### src/rtl/interrupt_controller.sv
// Interrupt controller: rising-edge latched pending bits, software mask, fixed
// lowest-index-first priority, one request to the CPU with ack/EOI handshake.
module interrupt_controller #(
  parameter int SOURCES = 8,
  parameter int DATA_BITS = 32,
  localparam int VECTOR_BITS = $clog2(SOURCES)
) (
  input  logic                   clk,
  input  logic                   reset,
  input  logic [SOURCES-1:0]     sources,
  output logic [SOURCES-1:0]     source_clear,
  input  logic [1:0]             address,
  input  logic [DATA_BITS-1:0]   data_in,
  input  logic                   nwr,
  output logic [DATA_BITS-1:0]   data_out,
  output logic                   irq,
  input  logic                   irq_ack,
  output logic [VECTOR_BITS-1:0] irq_vector
);

  localparam int RD_W = (DATA_BITS > 18) ? DATA_BITS : 18;

  typedef enum logic [1:0] {IDLE, REQUEST, IN_SERVICE} state_t;

  state_t                 state, state_nxt;
  logic [SOURCES-1:0]     pending, mask, src_prev;
  logic [SOURCES-1:0]     active, rise, w1c, ack_clr, clr_nxt;
  logic [VECTOR_BITS-1:0] winner, vec_nxt;
  logic                   irq_nxt, any_active, ack_fire, eoi_wr;
  logic [RD_W-1:0]        rd;

  function automatic logic [VECTOR_BITS-1:0] lowest_set(input logic [SOURCES-1:0] v);
    lowest_set = '0;
    for (int i = SOURCES - 1; i >= 0; i--)
      if (v[i]) lowest_set = VECTOR_BITS'(i);
  endfunction

  assign active     = pending & mask;
  assign any_active = |active;
  assign winner     = lowest_set(active);
  assign rise       = sources & ~src_prev;
  assign ack_fire   = (state == REQUEST) && any_active && irq_ack;
  assign eoi_wr     = !nwr && (address == 2'd3);
  assign w1c        = (!nwr && (address == 2'd0)) ? data_in[SOURCES-1:0] : '0;
  assign ack_clr    = ack_fire ? (SOURCES'(1) << irq_vector) : '0;

  // A new edge on the same cycle as a clear keeps the bit set.
  always_ff @(posedge clk or posedge reset) begin
    if (reset) begin
      pending  <= '0;
      mask     <= '0;
      src_prev <= '0;
    end else begin
      src_prev <= sources;
      pending  <= (pending & ~(w1c | ack_clr)) | rise;
      if (!nwr && (address == 2'd1))
        mask <= data_in[SOURCES-1:0];
    end
  end

  always_ff @(posedge clk or posedge reset) begin
    if (reset) begin
      state        <= IDLE;
      irq          <= 1'b0;
      irq_vector   <= '0;
      source_clear <= '0;
    end else begin
      state        <= state_nxt;
      irq          <= irq_nxt;
      irq_vector   <= vec_nxt;
      source_clear <= clr_nxt;
    end
  end

  always_comb begin
    state_nxt = state;
    case (state)
      IDLE:       if (any_active) state_nxt = REQUEST;
      REQUEST:    if (!any_active) state_nxt = IDLE;
                  else if (irq_ack) state_nxt = IN_SERVICE;
      IN_SERVICE: if (eoi_wr) state_nxt = IDLE;
      default:    state_nxt = IDLE;
    endcase
  end

  // Vector tracks the winner while requesting so a higher priority arrival preempts.
  always_comb begin
    irq_nxt = irq;
    vec_nxt = irq_vector;
    clr_nxt = '0;
    case (state)
      IDLE: if (any_active) begin
        irq_nxt = 1'b1;
        vec_nxt = winner;
      end
      REQUEST: begin
        if (!any_active) irq_nxt = 1'b0;
        else if (irq_ack) begin
          irq_nxt = 1'b0;
          clr_nxt = ack_clr;
        end else vec_nxt = winner;
      end
      default: irq_nxt = 1'b0;
    endcase
  end

  always_comb begin
    rd = '0;
    case (address)
      2'd0: rd[SOURCES-1:0] = pending;
      2'd1: rd[SOURCES-1:0] = mask;
      2'd2: begin
        rd[VECTOR_BITS-1:0] = irq_vector;
        rd[16]              = irq;
        rd[17]              = (state == IN_SERVICE);
      end
      default: rd = '0;
    endcase
  end

  assign data_out = rd[DATA_BITS-1:0];

endmodule

### config.mk
export PLATFORM = sky130hd
export DESIGN_NAME = interrupt_controller
export DESIGN_NICKNAME = d
export VERILOG_FILES = /design/src/rtl/interrupt_controller.sv
export SDC_FILE = /design/constraint.sdc
export NUM_CORES = 1
export LEC_CHECK = 0
export ABC_CLOCK_PERIOD_IN_PS = 1600
export CAP_MARGIN = 20
export CORE_MARGIN = 2
export CORE_UTILIZATION = 41
export CTS_CLUSTER_SIZE = 25
export DETAILED_ROUTE_END_ITERATION = 8
export PLACE_DENSITY = 0.78
export SETUP_SLACK_MARGIN = 0.1
export SLEW_MARGIN = 20
export SYNTH_ARGS = -nofsm -noshare
export SYNTH_HDL_FRONTEND = slang
export SYNTH_SLANG_ARGS = --single-unit
### constraint.sdc
create_clock -name clk -period 1.6 [get_ports clk]
set_input_delay 0.24 -clock clk [delete_from_list [all_inputs] [get_ports clk]]
set_output_delay 0.24 -clock clk [all_outputs]
set_load 0.005 [all_outputs]
==> flow_metrics.py <==
metrics = {
    "run_status": {
        "status": "complete, no violations",
    },
    "detailed_routing": {
        "drt-initial-drc-count": 82,
        "viasPerCell": 4.86,
        "route.detailed.drc": 0,
        "ant_nets": 0,
        "finalWirelength_um": 4570,
        "drtPass1Iterations": 4,
        "vias": 1549,
        "wl_per_cell_um": 14.3,
    },
    "yosys": {
        "syn_inst": 179,
        "yosysTopAreaCellShare_pct": 49.9,
        "synthFlopType": "dfrtp_1",
        "seq_area_frac_synth_pct": 49.9,
        "ys_warn_count": 0,
        "netlist-cell-type-count": 34,
        "synth_top_area_cell": "dfrtp_1",
        "synth_top_cells_by_area": "dfrtp_1, buf_4, nand2_1",
        "yosysMostFrequentCell": "dfrtp_1",
        "async_reset_ff_share_pct": 100,
        "synth-edff-count": 0,
        "synth.cell_area_um2": 1910,
        "synthTopCellsByCount": "dfrtp_1, nand2_1, buf_4",
        "ys_ff_latch": 38,
        "avgSynthCellArea_um2": 10.6,
    },
    "setup_path": {
        "slowest_delay_ps": 380,
        "rrSetupSlack_ps": 40,
        "cp_top_family": "compound AO/OA/AOI/OAI gates",
        "crit_start": "pending[4]",
        "cp.buffers_inverters": 2,
        "cp-start-kind": "register",
        "crit_chain": "buf_6, a22oi_2, a41o_1, buf_12, nor4b_4, o22ai_1",
        "reg2reg_depth": 6,
        "endpoint_kind": "register",
        "critical_path_class": "register to register",
        "cp_data_arrival_time_ps": 1730,
        "cp.required_ps": 1770,
        "r2r-start": "pending[4]",
        "critPathSlowestCell": "dfrtp_1",
        "reg2reg_to": "pending[2]",
        "cp_max_fo": 6,
    },
    "grt": {
        "grt_pass1_vias": 1543,
        "antenna_found_initial": 0,
        "grt_pass1_wl_um": 7250,
        "grt_usage_pct": 18.6,
        "grt_overflow_total": 0,
        "grt_max_degree": 39,
    },
    "clock_network": {
        "cts_root_buf": "clkbuf_8",
        "cts_tree": "yes",
        "cts_buffers": 5,
        "cts.path.max_buffers": 2,
        "clk_latency_ps": 290,
        "clock_sinks": 38,
        "clk_pin_slew_ps": 70,
        "cts_hold_buffers": 0,
        "htreeDepth": 2,
    },
    "floorplan": {
        "die_w_um": 72.2,
        "dieArea_um2": 5210,
        "rows": 24,
        "ioPinCount": 90,
        "die_h_um": 72.2,
        "start_util_pct": 43.2,
        "coreArea_um2": 4410,
    },
    "sta": {
        "fin_ws_ps": 39.6,
        "period_needed_ps": 1560,
        "worst_hold_slack_ps": 288,
        "timing.final.crit_share_pct": 97.5,
        "hold_violations": 0,
        "fmax_mhz": 641,
        "drv_slew": 0,
        "setup_violations": 0,
        "rsz0062_at_grt": "true",
        "fin_worst_skew_ps": 6.34,
    },
    "placed_design": {
        "gp_congestion": 0.854,
        "dp.cells": 288,
        "dpl_worst_slack_ps": -324,
        "placed_cell_area_um2": 2470,
        "dpl.hpwl_um": 3060,
        "port_buffers": 43,
    },
    "power_and_ir_drop": {
        "leakagePower_uw": 0.00135,
        "ir_drop_mv": 0.603,
        "report.power.total_uw": 3900,
        "power_density_nw_per_um2": 1400,
    },
    "layout": {
        "final_cells": 319,
        "postLayoutCellArea_um2": 2780,
        "final_nets": 312,
        "drive_above_1_share_pct": 29.2,
        "area_delta_synth_final_pct": 46.0,
        "num_antenna_cells": 0,
    },
    "min_path": {
        "holdCritPathClass": "input pin to asynchronous set/reset pin",
    },
    "flow_run": {
        "max-cap-violations": 0,
    },
}
power breakdown:
group          switching [µW]  leakage [µW]  total [µW]  internal [µW]
combinational             701      0.000833        1560            858
clock                     335     0.0000714        1000            665
sequential                177      0.000449        1340           1160
total                    1210       0.00135        3900           2690
stage by stage:
| stage | TNS [ps] | utilization (%) |
|---|---|---|
| floorplan | 0 | - |
| global placement | -5410 | 55.9 |
| detailed placement | -5270 | 55.9 |
| CTS | 0 | 61.6 |
| global route | -80.9 | 63.0 |
| finish | 0 | 63.0 |
registers in the layout, indices dropped and copies added, names as in the netlist:
name,flops
state,2
irq_vector,3
irq,1
mask,8
pending,8
src_prev,8
source_clear,8
layout make-up:
cell class,count,area [µm²]
inverters,10,37.5
repair buffers,87,768
multi-input cells,124,815
clock buffers,6,82.6
clock inverters,2,60.1
flip-flops and latches,38,953
well taps,52,65.1
fillers,342,1630
logic make-up (layout without fill, tap and decap cells):
logic type      Yosys count  in the layout  synth area share (%)
other cells               1             22                 0.197
flops                    38             38                  49.9
compound gates           30             30                  10.3
simple gates             56             56                  18.4
buf+inv                  38            105                  12.3
mux                      16             16                  8.93
tightest hold or removal path: cells and delay by family:
family                 cells  cell delay [ps]
buffers and inverters      3              700
metal layers:
metal,global-route usage (%),wire length (µm),up-vias
met3,5.42,299,12
li1,-,-,742
met5,0,0,-
met2,31.8,2270,62
met4,8.60,133,0
met1,21.4,1860,733
how the worst max path moves through the flow:
stage | cells after the start | end
after CTS | 5 | pending[3]
after floorplan | 5 | pending[3]
after detailed placement | 5 | data_out[1]
after global placement | 5 | data_out[0]
after global routing | 6 | pending[3]
final | 6 | pending[2]
placed cells by master, fill, tap and decap left out, drive strengths merged:
cell,Yosys,routed
clkdlybuf4s15,0,1
nor3b,1,1
nor4b,3,3
nor4bb,1,1
nand3,1,1
dfrtp,38,38
a21oi,9,9
o21ai,5,5
a32o,1,1
nand2b,1,1
nor4,1,1
nand3b,2,2
clkdlybuf4s50,0,31
and3b,1,1
bufinv,0,2
nand4,1,1
o22ai,8,8
nor2b,2,2
mux2,8,8
a41o,1,1
nor3,2,2
and2,2,2
buf,26,44
dlygate4sd2,0,7
mux2i,8,8
and3,2,2
inv,10,10
nor2,7,7
conb,1,22
a22oi,5,5
nand2,29,29
clkbuf,2,10
a311oi,1,1
repair_timing:
action,in CTS,in global routing
buffers inserted,14,9
setup endpoints to repair,18,17
pin swaps,5,9
gates resized for setup,19,11
No activity file was read; power rests on OpenSTA's default activity.
